$ cat config.mk
export PLATFORM = sky130hd
export DESIGN_NAME = hybrid_chooser
export DESIGN_NICKNAME = d
export VERILOG_FILES = /design/src/rtl/hybrid_chooser_pkg.sv /design/src/rtl/hybrid_chooser_branch_pred_fifo.sv /design/src/rtl/hybrid_chooser.sv
export SDC_FILE = /design/constraint.sdc
export NUM_CORES = 2
export LEC_CHECK = 0
export CAP_MARGIN = 15
export CORE_MARGIN = 4
export CORE_UTILIZATION = 37
export DETAILED_ROUTE_END_ITERATION = 8
export SLEW_MARGIN = 5
export SYNTH_ARGS = -nofsm -noshare
export SYNTH_HDL_FRONTEND = slang
export SYNTH_HIERARCHICAL = 1
export SYNTH_SLANG_ARGS = --single-unit
$ cat constraint.sdc
create_clock -name CLK -period 5.9 [get_ports CLK]
set_input_delay 1.18 -clock CLK [delete_from_list [all_inputs] [get_ports CLK]]
set_output_delay 1.18 -clock CLK [all_outputs]
set_load 0.05 [all_outputs]
$ cat src/rtl/hybrid_chooser_pkg.sv
// Shared definitions for the tournament chooser: default sizes, the 2-bit
// chooser counter encoding and helpers for the queue entry layout and training.
package hybrid_chooser_pkg;

  // Default number of index bits into the chooser table (table = 2**bits counters)
  localparam int CHOOSER_BITS_DEFAULT = 10;

  // Default number of unresolved predictions that may be in flight (power of 2)
  localparam int QUEUE_DEPTH_DEFAULT  = 4;

  // Chooser counter states: the MSB set means "trust the global predictor"
  typedef enum logic [1:0] {
    CTR_SNT = 2'b00,
    CTR_WNT = 2'b01,
    CTR_WT  = 2'b10,
    CTR_ST  = 2'b11
  } ctr_e;

  // Queue entry layout, LSB first: final, local, global, then the chooser index
  localparam int ENTRY_FINAL_BIT  = 0;
  localparam int ENTRY_LOCAL_BIT  = 1;
  localparam int ENTRY_GLOBAL_BIT = 2;
  localparam int ENTRY_IDX_LSB    = 3;

  // Width of one in-flight queue entry for a given chooser index width
  function automatic int entryWidth(input int chooserBits);
    return chooserBits + 3;
  endfunction

  // Saturating step of a chooser counter; up=1 moves toward global, up=0 toward local
  function automatic ctr_e trainCtr(input ctr_e cur, input logic up);
    ctr_e res;
    res = cur;
    if (up) begin
      case (cur)
        CTR_SNT: res = CTR_WNT;
        CTR_WNT: res = CTR_WT;
        CTR_WT:  res = CTR_ST;
        CTR_ST:  res = CTR_ST;
        default: res = cur;
      endcase
    end else begin
      case (cur)
        CTR_SNT: res = CTR_SNT;
        CTR_WNT: res = CTR_SNT;
        CTR_WT:  res = CTR_WNT;
        CTR_ST:  res = CTR_WT;
        default: res = cur;
      endcase
    end
    return res;
  endfunction

endpackage

$ cat src/rtl/hybrid_chooser_branch_pred_fifo.sv
// In-order queue holding predictions that are waiting for their branch to
// resolve. Push and pop are guarded against full/empty internally, so a
// refused push or an empty pop leaves the queue untouched.
module branch_pred_fifo #(
  parameter int WIDTH = 13,
  parameter int DEPTH = 4
) (
  input  logic             CLK,
  input  logic             RESET,
  input  logic             FLUSH,
  input  logic             push_i,
  input  logic [WIDTH-1:0] pushData_i,
  input  logic             pop_i,
  output logic             full_o,
  output logic             empty_o,
  output logic [WIDTH-1:0] head_o
);

  // DEPTH must be a power of two of at least 2 so the pointers wrap naturally
  localparam int PTR_W = $clog2(DEPTH);
  localparam int CNT_W = PTR_W + 1;
  localparam logic [CNT_W-1:0] DEPTH_C = CNT_W'(DEPTH);

  logic [WIDTH-1:0] mem_q [DEPTH];
  logic [PTR_W-1:0] wrPtr_q, wrPtr_d;
  logic [PTR_W-1:0] rdPtr_q, rdPtr_d;
  logic [CNT_W-1:0] count_q, count_d;
  logic             doPush;
  logic             doPop;

  assign full_o  = (count_q == DEPTH_C);
  assign empty_o = (count_q == '0);
  assign head_o  = mem_q[rdPtr_q];

  assign doPush = push_i && !full_o && !FLUSH;
  assign doPop  = pop_i && !empty_o && !FLUSH;

  // Next pointer/count values; a flush empties the queue outright
  always_comb begin
    wrPtr_d = wrPtr_q;
    rdPtr_d = rdPtr_q;
    count_d = count_q;
    if (FLUSH) begin
      wrPtr_d = '0;
      rdPtr_d = '0;
      count_d = '0;
    end else begin
      if (doPush) begin
        wrPtr_d = wrPtr_q + 1'b1;
      end
      if (doPop) begin
        rdPtr_d = rdPtr_q + 1'b1;
      end
      case ({doPush, doPop})
        2'b10:   count_d = count_q + 1'b1;
        2'b01:   count_d = count_q - 1'b1;
        default: count_d = count_q;
      endcase
    end
  end

  // Pointer and occupancy registers, cleared asynchronously by reset
  always_ff @(posedge CLK or negedge RESET) begin
    if (!RESET) begin
      wrPtr_q <= '0;
      rdPtr_q <= '0;
      count_q <= '0;
    end else begin
      wrPtr_q <= wrPtr_d;
      rdPtr_q <= rdPtr_d;
      count_q <= count_d;
    end
  end

  // Entry storage; contents are only meaningful while counted as occupied
  always_ff @(posedge CLK) begin
    if (doPush) begin
      mem_q[wrPtr_q] <= pushData_i;
    end
  end

endmodule

$ cat src/rtl/hybrid_chooser.sv
// Tournament chooser between the global and local predictors. A PC-indexed
// table of 2-bit counters picks which predictor drives Taken; each accepted
// prediction is queued until its branch resolves, at which point the queued
// entry trains its own counter and reports whether the final choice was wrong.
module hybrid_chooser
  import hybrid_chooser_pkg::*;
#(
  parameter int CHOOSER_BITS = CHOOSER_BITS_DEFAULT,
  parameter int QUEUE_DEPTH  = QUEUE_DEPTH_DEFAULT
) (
  input  logic        CLK,
  input  logic        RESET,
  input  logic        FLUSH,
  input  logic        Pred_valid,
  input  logic [31:0] Instr_addr_input,
  input  logic        Global_taken,
  input  logic        Local_taken,
  input  logic        Resolve_valid,
  input  logic        Branch_resolved,
  output logic        Taken,
  output logic        Taken_valid,
  output logic        Mispredict,
  output logic        Queue_full
);

  localparam int TABLE_SIZE = 1 << CHOOSER_BITS;
  localparam int ENTRY_W    = entryWidth(CHOOSER_BITS);

  ctr_e                    ctr_q [TABLE_SIZE];
  logic [CHOOSER_BITS-1:0] lookupIdx;
  logic                    chosen;
  logic                    accept;
  logic                    pop;
  logic                    fifoFull;
  logic                    fifoEmpty;
  logic [ENTRY_W-1:0]      pushEntry;
  logic [ENTRY_W-1:0]      headEntry;
  logic [CHOOSER_BITS-1:0] headIdx;
  logic                    headGlobal;
  logic                    headLocal;
  logic                    headFinal;
  logic                    trainEn;
  ctr_e                    trainedCtr;
  logic                    taken_q, taken_d;
  logic                    takenValid_q, takenValid_d;
  logic                    mispredict_q, mispredict_d;
  logic                    unusedAddrBits;

  // Word-aligned PC bits select the counter; the remaining PC bits carry no index information
  assign lookupIdx      = Instr_addr_input[CHOOSER_BITS+1:2];
  assign unusedAddrBits = ^{Instr_addr_input[31:CHOOSER_BITS+2], Instr_addr_input[1:0]};

  // Lookup reads the registered table, so a same-cycle training write is not visible yet
  assign chosen = ctr_q[lookupIdx][1] ? Global_taken : Local_taken;

  // Queue_full reflects occupancy before any pop this cycle, so a full queue refuses a push
  // even when the oldest entry resolves at the same time
  assign Queue_full = fifoFull;
  assign accept     = Pred_valid && !fifoFull && !FLUSH;
  assign pop        = Resolve_valid && !fifoEmpty && !FLUSH;

  assign pushEntry = {lookupIdx, Global_taken, Local_taken, chosen};

  assign headIdx    = headEntry[ENTRY_W-1:ENTRY_IDX_LSB];
  assign headGlobal = headEntry[ENTRY_GLOBAL_BIT];
  assign headLocal  = headEntry[ENTRY_LOCAL_BIT];
  assign headFinal  = headEntry[ENTRY_FINAL_BIT];

  // When both predictors agreed there is nothing to learn about which one to trust
  assign trainEn    = pop && (headGlobal != headLocal);
  assign trainedCtr = trainCtr(ctr_q[headIdx], headGlobal == Branch_resolved);

  branch_pred_fifo #(
    .WIDTH (ENTRY_W),
    .DEPTH (QUEUE_DEPTH)
  ) u_fifo (
    .CLK        (CLK),
    .RESET      (RESET),
    .FLUSH      (FLUSH),
    .push_i     (accept),
    .pushData_i (pushEntry),
    .pop_i      (pop),
    .full_o     (fifoFull),
    .empty_o    (fifoEmpty),
    .head_o     (headEntry)
  );

  // Next values of the registered outputs; Taken holds between accepted predictions
  always_comb begin
    taken_d      = taken_q;
    takenValid_d = 1'b0;
    mispredict_d = 1'b0;
    if (FLUSH) begin
      taken_d = 1'b0;
    end else begin
      if (accept) begin
        taken_d      = chosen;
        takenValid_d = 1'b1;
      end
      if (pop) begin
        mispredict_d = headFinal ^ Branch_resolved;
      end
    end
  end

  // Registered outputs toward fetch
  always_ff @(posedge CLK or negedge RESET) begin
    if (!RESET) begin
      taken_q      <= 1'b0;
      takenValid_q <= 1'b0;
      mispredict_q <= 1'b0;
    end else begin
      taken_q      <= taken_d;
      takenValid_q <= takenValid_d;
      mispredict_q <= mispredict_d;
    end
  end

  // Chooser table: all counters start weakly preferring local; a flush keeps what was learned
  always_ff @(posedge CLK or negedge RESET) begin
    if (!RESET) begin
      for (int i = 0; i < TABLE_SIZE; i++) begin
        ctr_q[i] <= CTR_WNT;
      end
    end else if (trainEn) begin
      ctr_q[headIdx] <= trainedCtr;
    end
  end

  assign Taken       = taken_q;
  assign Taken_valid = takenValid_q;
  assign Mispredict  = mispredict_q;

endmodule
# Word level (Yosys, flattened, before mapping)
# Memories as Yosys holds them, arrays and structs flattened.
# Index checks and enable logic that the tools add are counted.
dict set report op_classes {
  addsub 4
  n_lt_le_gt_ge 3
  n_eq_ne 8
  n_mux 27
  bitwise_logic 3
  n_reduce_logical 21
}
# operator count
set op_table {}
lappend op_table {{$bwmux 2048} 1}
lappend op_table {{$bmux 2 s10} 2}
lappend op_table {{$ge 11x11->1 const B} 2}
lappend op_table {{$not 10->11} 2}
lappend op_table {{$demux 2 s10} 1}
lappend op_table {{$mux 2} 10}
lappend op_table {{$pmux 2 s3} 2}
lappend op_table {{$lt 11x1->1 const B} 1}
lappend op_table {{$logic_and 1x1->1} 10}
lappend op_table {{$mux 1} 9}
lappend op_table {{$eq 2x2->1 const B} 3}
lappend op_table {{$pmux 3 s2} 1}
lappend op_table {{$reduce_bool 2->1} 3}
lappend op_table {{$add 2x1->2 const B} 2}
lappend op_table {{$eq 2x1->1 const B} 2}
lappend op_table {{$reduce_or 2->1} 2}
lappend op_table {{$add 3x1->3 const B} 1}
lappend op_table {{$eq 3x3->1 const B} 1}
lappend op_table {{$logic_not 1->1} 3}
lappend op_table {{$logic_not 3->1} 1}
lappend op_table {{$mux 3} 1}
lappend op_table {{$reduce_bool 3->1} 1}
lappend op_table {{$sub 3x1->3 const B} 1}
lappend op_table {{$logic_not 2->1} 1}
lappend op_table {{3 further kinds} 3}
dict set report totals {
  ff_bits 2058
  mem_bits_rw 52
  input_bits 40
  output_inout_bits 4
  elab_cells 1097
  memories 1
}
# name words width rd rd_clocked_by_memory_dff write_ports line_no
set mem_list {}
lappend mem_list {u_fifo.mem_q 4 13 1 0 1 hybrid_chooser_branch_pred_fifo.sv:24} ;# logic [WIDTH-1:0] mem_q [DEPTH];

# Logic depth before layout (Yosys ltp)
# An unclocked memory read counts as a cell.
dict set report logic_depth {
  depth_word 10
  depth_mapped 21
  mapped_depth_nobuf 11
}

# Modules after synthesis
# Netlist, hierarchy kept.
# module instances cells_each area_each_um2 seq_area_each_um2
set by_module_without_submodules {}
lappend by_module_without_submodules {hybrid_chooser 1 10535 101896.5 52605.5}
lappend by_module_without_submodules {branch_pred_fifo 1 133 2477.4 1736.7}

# Worst setup path after synthesis
# OpenSTA, ideal clock, no wires.
dict set report synth_timing {
  path_type {input-to-reg}
  startpoint {in Instr_addr_input[2]}
  endpoint {reg taken_q, in the netlist Taken}
  setup_time_ns 0.119
  t_arrival_ns 4.408
  t_required_ns 5.781
  slack_ns 1.373
  stages 13
  path_buffers 3
  cell_sequence {clkbuf_1 -> buf_2 -> buf_1 -> mux4_2 -> a22oi_1 -> nand3_1 -> a2111oi_0 -> o21ai_0 -> nand3_1 -> a41oi_1 -> nor4_1 -> mux2_2 -> o21a_1}
}
dict set report synth_between {
  elab_chain_len 7
}
# item line_no
set synth_lines {}
lappend synth_lines {{from (decl)} hybrid_chooser.sv:15} ;# input logic [31:0] Instr_addr_input,
lappend synth_lines {{$not 10->11 (implied by the code)} hybrid_chooser.sv:54} ;# assign chosen = ctr_q[lookupIdx][1] ? Global_taken : Local_taken;
lappend synth_lines {{$bmux 2 s10} hybrid_chooser.sv:54}
lappend synth_lines {{$mux 2 (implied by the code) (2 in a row)} hybrid_chooser.sv:54}
lappend synth_lines {{$mux 1} hybrid_chooser.sv:54}
lappend synth_lines {{net chosen} hybrid_chooser.sv:31} ;# logic chosen;
lappend synth_lines {{$mux 1} hybrid_chooser.sv:96} ;# if (accept) begin
lappend synth_lines {{$mux 1} hybrid_chooser.sv:93} ;# if (FLUSH) begin
lappend synth_lines {{to (signal assigned)} hybrid_chooser.sv:113} ;# taken_q <= taken_d;
lappend synth_lines {{to (decl)} hybrid_chooser.sv:44} ;# logic taken_q, taken_d;
# The timed path passes the listed nets, and every way through them passes these cells. The select of a mux whose other input is x is not followed.
# A chain may end at the register's enable or synchronous reset.

# Worst setup path in the final report
dict set report layout_timing {
  startpoint {reg u_fifo.rdPtr_q[0]}
  endpoint {reg ctr_q[893] in the netlist's numbering}
}
dict set report layout_between {
  elab_chain_len 10
  elab_cells_between_ends 23
  cone_classes {order compare (2); eq/ne (5); mux (9); bitwise (1); reduce/logical (5); memory (1)}
}
# item line_no
set layout_lines {}
lappend layout_lines {{from (decl)} hybrid_chooser_branch_pred_fifo.sv:26} ;# logic [PTR_W-1:0] rdPtr_q, rdPtr_d;
lappend layout_lines {{from (signal assigned)} hybrid_chooser_branch_pred_fifo.sv:70} ;# rdPtr_q <= rdPtr_d;
lappend layout_lines {{$mem_v2 4x13 (*)} -}
lappend layout_lines {{net headEntry[4]} hybrid_chooser.sv:37} ;# logic [ENTRY_W-1:0] headEntry;
lappend layout_lines {{$not 10->11 (implied by the code) (*)} {hybrid_chooser.sv:71, hybrid_chooser.sv:126}}
lappend layout_lines {{$bmux 2 s10} hybrid_chooser.sv:71} ;# assign trainedCtr = trainCtr(ctr_q[headIdx], headGlobal == Branch_resolved);
lappend layout_lines {{$mux 2 (implied by the code) (2 in a row)} hybrid_chooser.sv:71}
lappend layout_lines {{$eq 2x1->1 (tied with other cells)} {hybrid_chooser_pkg.sv:35, hybrid_chooser_pkg.sv:43}}
lappend layout_lines {{$reduce_or 2->1 (no source line)} -}
lappend layout_lines {{$pmux 2 s3, on equally long branches} {hybrid_chooser_pkg.sv:43, hybrid_chooser_pkg.sv:35}}
lappend layout_lines {{$mux 2} hybrid_chooser_pkg.sv:34} ;# if (up) begin
lappend layout_lines {{$bwmux 2048 (*)} hybrid_chooser.sv:126} ;# ctr_q[headIdx] <= trainedCtr;
lappend layout_lines {{to (signal, indexed assignment)} hybrid_chooser.sv:126}
lappend layout_lines {{to (decl)} hybrid_chooser.sv:29} ;# ctr_e ctr_q [TABLE_SIZE];
# Mark *: on every way through the listed nets, which the timed path passes. The rest lies on a longest branch. The select of a mux whose other input is x is not followed.

==> results.json <==
{
  "timing.critical_path.max_delay_family": "buffers and inverters",
  "post-dp-hpwl_mm": 248,
  "gr-usage-all-layers": 0.269,
  "synth_async_sr_flop_share": 0.975,
  "finalPower_mw": 31.9,
  "first_pass_grt_wire_length_mm": 585,
  "post_route_drc_violation_count": 0,
  "detail_route.first_pass.iterations": 6,
  "global_route.overflow_total": 0,
  "drt_first_iter_violations": 10700,
  "criticalPathCategory": "reg2reg",
  "timing.slew.headroom": 0.210,
  "post-route-min-period_ns": 5.81,
  "tightest_slew_ns": 1.18,
  "path_cells": "mux4_4 -> buf_12 -> buf_12 -> buf_4 -> mux2i_1 -> o22ai_1 -> nor4_1 -> nand3_1 -> nand3_1 -> o211ai_1 -> o22ai_1 -> nor4b_2 -> maj3_4 -> buf_12 -> buf_12 -> o21ai_0",
  "globalRouteMet3Util": 0.0712,
  "synth-edff-count": 52,
  "vdd_drop_max_mv": 0.284,
  "slowest_stage": "buf_4",
  "outcome": "complete, no violations",
  "grtUsageMet2": 0.395,
  "routability_congestion_estimate_from_global_placement": 0.938,
  "timing.hold.worst.class": "in2async",
  "area.sequential_mm2": 0.0543,
  "synth-warning-count": 6,
  "detail-route-antenna-nets": 0,
  "tritoncts_num_sinks": 2110,
  "critical_path_required_ns": 6.62,
  "globalRouteMet1Util": 0.364,
  "cts.reportedPaths.clkPinSlew_ns": 0.06,
  "worst_ep_arrival_time_ns": 6.53,
  "fin_setup_tns_ns": 0,
  "p_switching_mw": 7.91,
  "clock_insertion_delay_worst_skew_ns": 0.92,
  "post-synth-top-area-cell": "dfstp_2",
  "grt_start_max_net_pins": 177,
  "hold_ws_ns": 0.278,
  "grt_setup_unrepaired": "false",
  "synth-seq-cells": 2110,
  "postSynth.topFlopCell": "dfrtp_1",
  "critical_path.most_common_cell": "buf_12",
  "final.fill_count": 26500,
  "chipWidth_um": 539,
  "pin_count": 44,
  "detail_route.wirelength_mm": 400,
  "timing.critical_path.to_type": "register",
  "critPathLaunchType": "register",
  "final.period_utilization": 0.985,
  "netSwitchingFraction": 0.248,
  "r2r_slack_ns": 0.09,
  "synth_sequential_area_ratio": 0.521,
  "numPortBuffers": 21,
  "cts_tree": "done",
  "cap_violations": 0,
  "clock-root-buffer": "clkbuf_16",
  "cts_hold_repair.buffers": 0,
  "mappedNetlistNets": 10700,
  "multiInputGateArea_mm2": 0.0468,
  "rows": 194,
  "p_per_area_mw_per_mm2": 267,
  "postSynthCellCount": 10700,
  "drive_above_1_share": 0.206,
  "hold_viol_final": 0,
  "yosys-top-cells-area": "dfstp_2 (26%), dfrtp_1 (25%), nand2_1 (11%), mux2i_1 (11%), o21ai_0 (7.4%)",
  "syn_to_final_growth_pct": 14.6,
  "setup_viol": 0,
  "grt_antenna_before_repair": 29,
  "post_synth.cell_area_avg_um2": 9.78,
  "setup_slack_ns": 0.0888,
  "internal_power_mw": 24.0,
  "fin_nets": 10700,
  "clock-skew-final_ns": 0.0805,
  "h-tree-depth": 4,
  "synth_cell_types": 75,
  "timing.final.max_slew_violations": 0,
  "vias_per_cell": 5.95,
  "clock_power_share": 0.477,
  "max_stage_delay_ns": 0.53,
  "power.combinational.fraction": 0.066,
  "power_leakage_nw": 46.2,
  "floorplan.core_area_mm2": 0.280,
  "leading_cell_type_by_number_of_instances_after_synthesis": "nand2_1",
  "start_util": 0.373,
  "path_buf_inv": 5,
  "vias": 86800,
  "ys_top_cells_by_count": "nand2_1 (3126), o21ai_0 (1543), mux2i_1 (1131), dfrtp_1 (1034), dfstp_2 (1024)",
  "dieArea_mm2": 0.291,
  "clock.fmax_mhz": 172,
  "die_height_um": 539,
  "global_route.peak_usage_layer": "met2",
  "cts_buffer_depth": 3,
  "wire_per_inst_um": 27.4,
  "number_of_global_route_vias_before_repair": 84500,
  "p_seq_frac": 0.457,
  "mappedNetlistArea_mm2": 0.104,
  "detailedPlace.worstSlack_ns": 0.122,
  "cts_inserted_buffers": 228,
  "critPathMaxFanout": 64,
  "post-synth-top-area-fraction": 0.258
}
[layer usage]
metal  share of wire  wire [um]
met2            0.43     173000
met3            0.11      44200
met5         0.00057        227
met4           0.060      23800
met1            0.40     159000
[registers in the layout, indices dropped and copies added, names as in the netlist]
register,cells
Mispredict,1
u_fifo/wrPtr_q,2
u_fifo/rdPtr_q,2
u_fifo/mem_q,52
u_fifo/count_q,3
Taken,1
ctr_q,2048
Taken_valid,1
[timing repair]
action	4_1_cts	5_1_grt
setup buffers	0	26
resized for setup	0	10
endpoints found under the setup margin	0	1879
[cell type report]
type / instances / share of cell area
Inverter: 12 / 0.000377
Clock inverter: 71 / 0.00900
Multi-Input combinational cell: 7775 / 0.391
Clock buffer: 363 / 0.0579
Sequential cell: 2110 / 0.454
Tap cell: 3724 / 0.0390
Timing Repair Buffer: 510 / 0.0479
Antenna cell: 18 / 0.000377
[worst reg2reg max path: stages (launching register included)]
cell and delay [ns]:
dfrtp_2 0.50, mux4_4 0.47, buf_12 0.18, buf_12 0.31
buf_4 0.75, mux2i_1 0.33, o22ai_1 0.12, nor4_1 0.31
nand3_1 0.23, nand3_1 0.26, o211ai_1 0.24, o22ai_1 0.41
nor4b_2 0.41, maj3_4 0.31, buf_12 0.31, buf_12 0.30
o21ai_0 0.18
[worst paths after layout]
path                                   start     endpoint  cells after the start
max                        u_fifo/rdPtr_q[0]   ctr_q[893]                     16
min                                    RESET  ctr_q[1689]                      1
max reg2reg                u_fifo/rdPtr_q[0]   ctr_q[893]                     16
min reg2reg                      ctr_q[1692]  ctr_q[1692]                      2
max in group asynchronous              RESET   ctr_q[299]                      2
min in group CLK                 ctr_q[1692]  ctr_q[1692]                      2
[cell usage in the layout, fill, tap and decap left out, types with 18 or more instances in the layout]
master,instances
nor2_1,98
dfstp_2,1024
o22ai_1,540
clkbuf_16,229
nor3_2,26
nor2_2,29
o21ai_0,1543
nand3_1,105
buf_12,144
nor3_1,25
clkbuf_8,68
diode_2,18
a21oi_1,50
nand2_1,3120
o221ai_1,33
nor4_1,133
mux4_2,238
edfxtp_1,52
bufinv_16,19
clkinv_2,33
clkbuf_1,65
buf_4,343
dfrtp_1,1033
o21ai_1,500
mux2i_1,1131
[power by group through the flow]
stage | clock network (mW) | logic (mW) | registers, mW
2_1_floorplan | 0 | 0.963 | 14.8
3_3_place_gp | 0 | 2.04 | 14.8
3_5_place_dp | 0 | 2.06 | 14.8
4_1_cts | 15.4 | 2.06 | 14.6
5_1_grt | 16.0 | 2.19 | 14.6
6_report | 15.2 | 2.12 | 14.6
[per-stage QoR]
step / instances / util / area [um2]
CTS: 14500 / 0.425 / 119000
floorplan: 10700 / - / 104000
global route: 14600 / 0.427 / 120000
global placement: 14100 / 0.397 / 111000
detailed placement: 14100 / 0.397 / 111000
finish: 14600 / 0.427 / 120000
[kinds of logic after synthesis]
family,share of synthesized area
and+or+nand+nor,0.140
DFF,0.521
muxes,0.161
buffers and inverters,0.0356
AOI/OAI and AO/OA,0.141
adders and majority gates,0.000887
xor gates and xnor gates,0.000587
No activity file was read; power rests on OpenSTA's default activity.
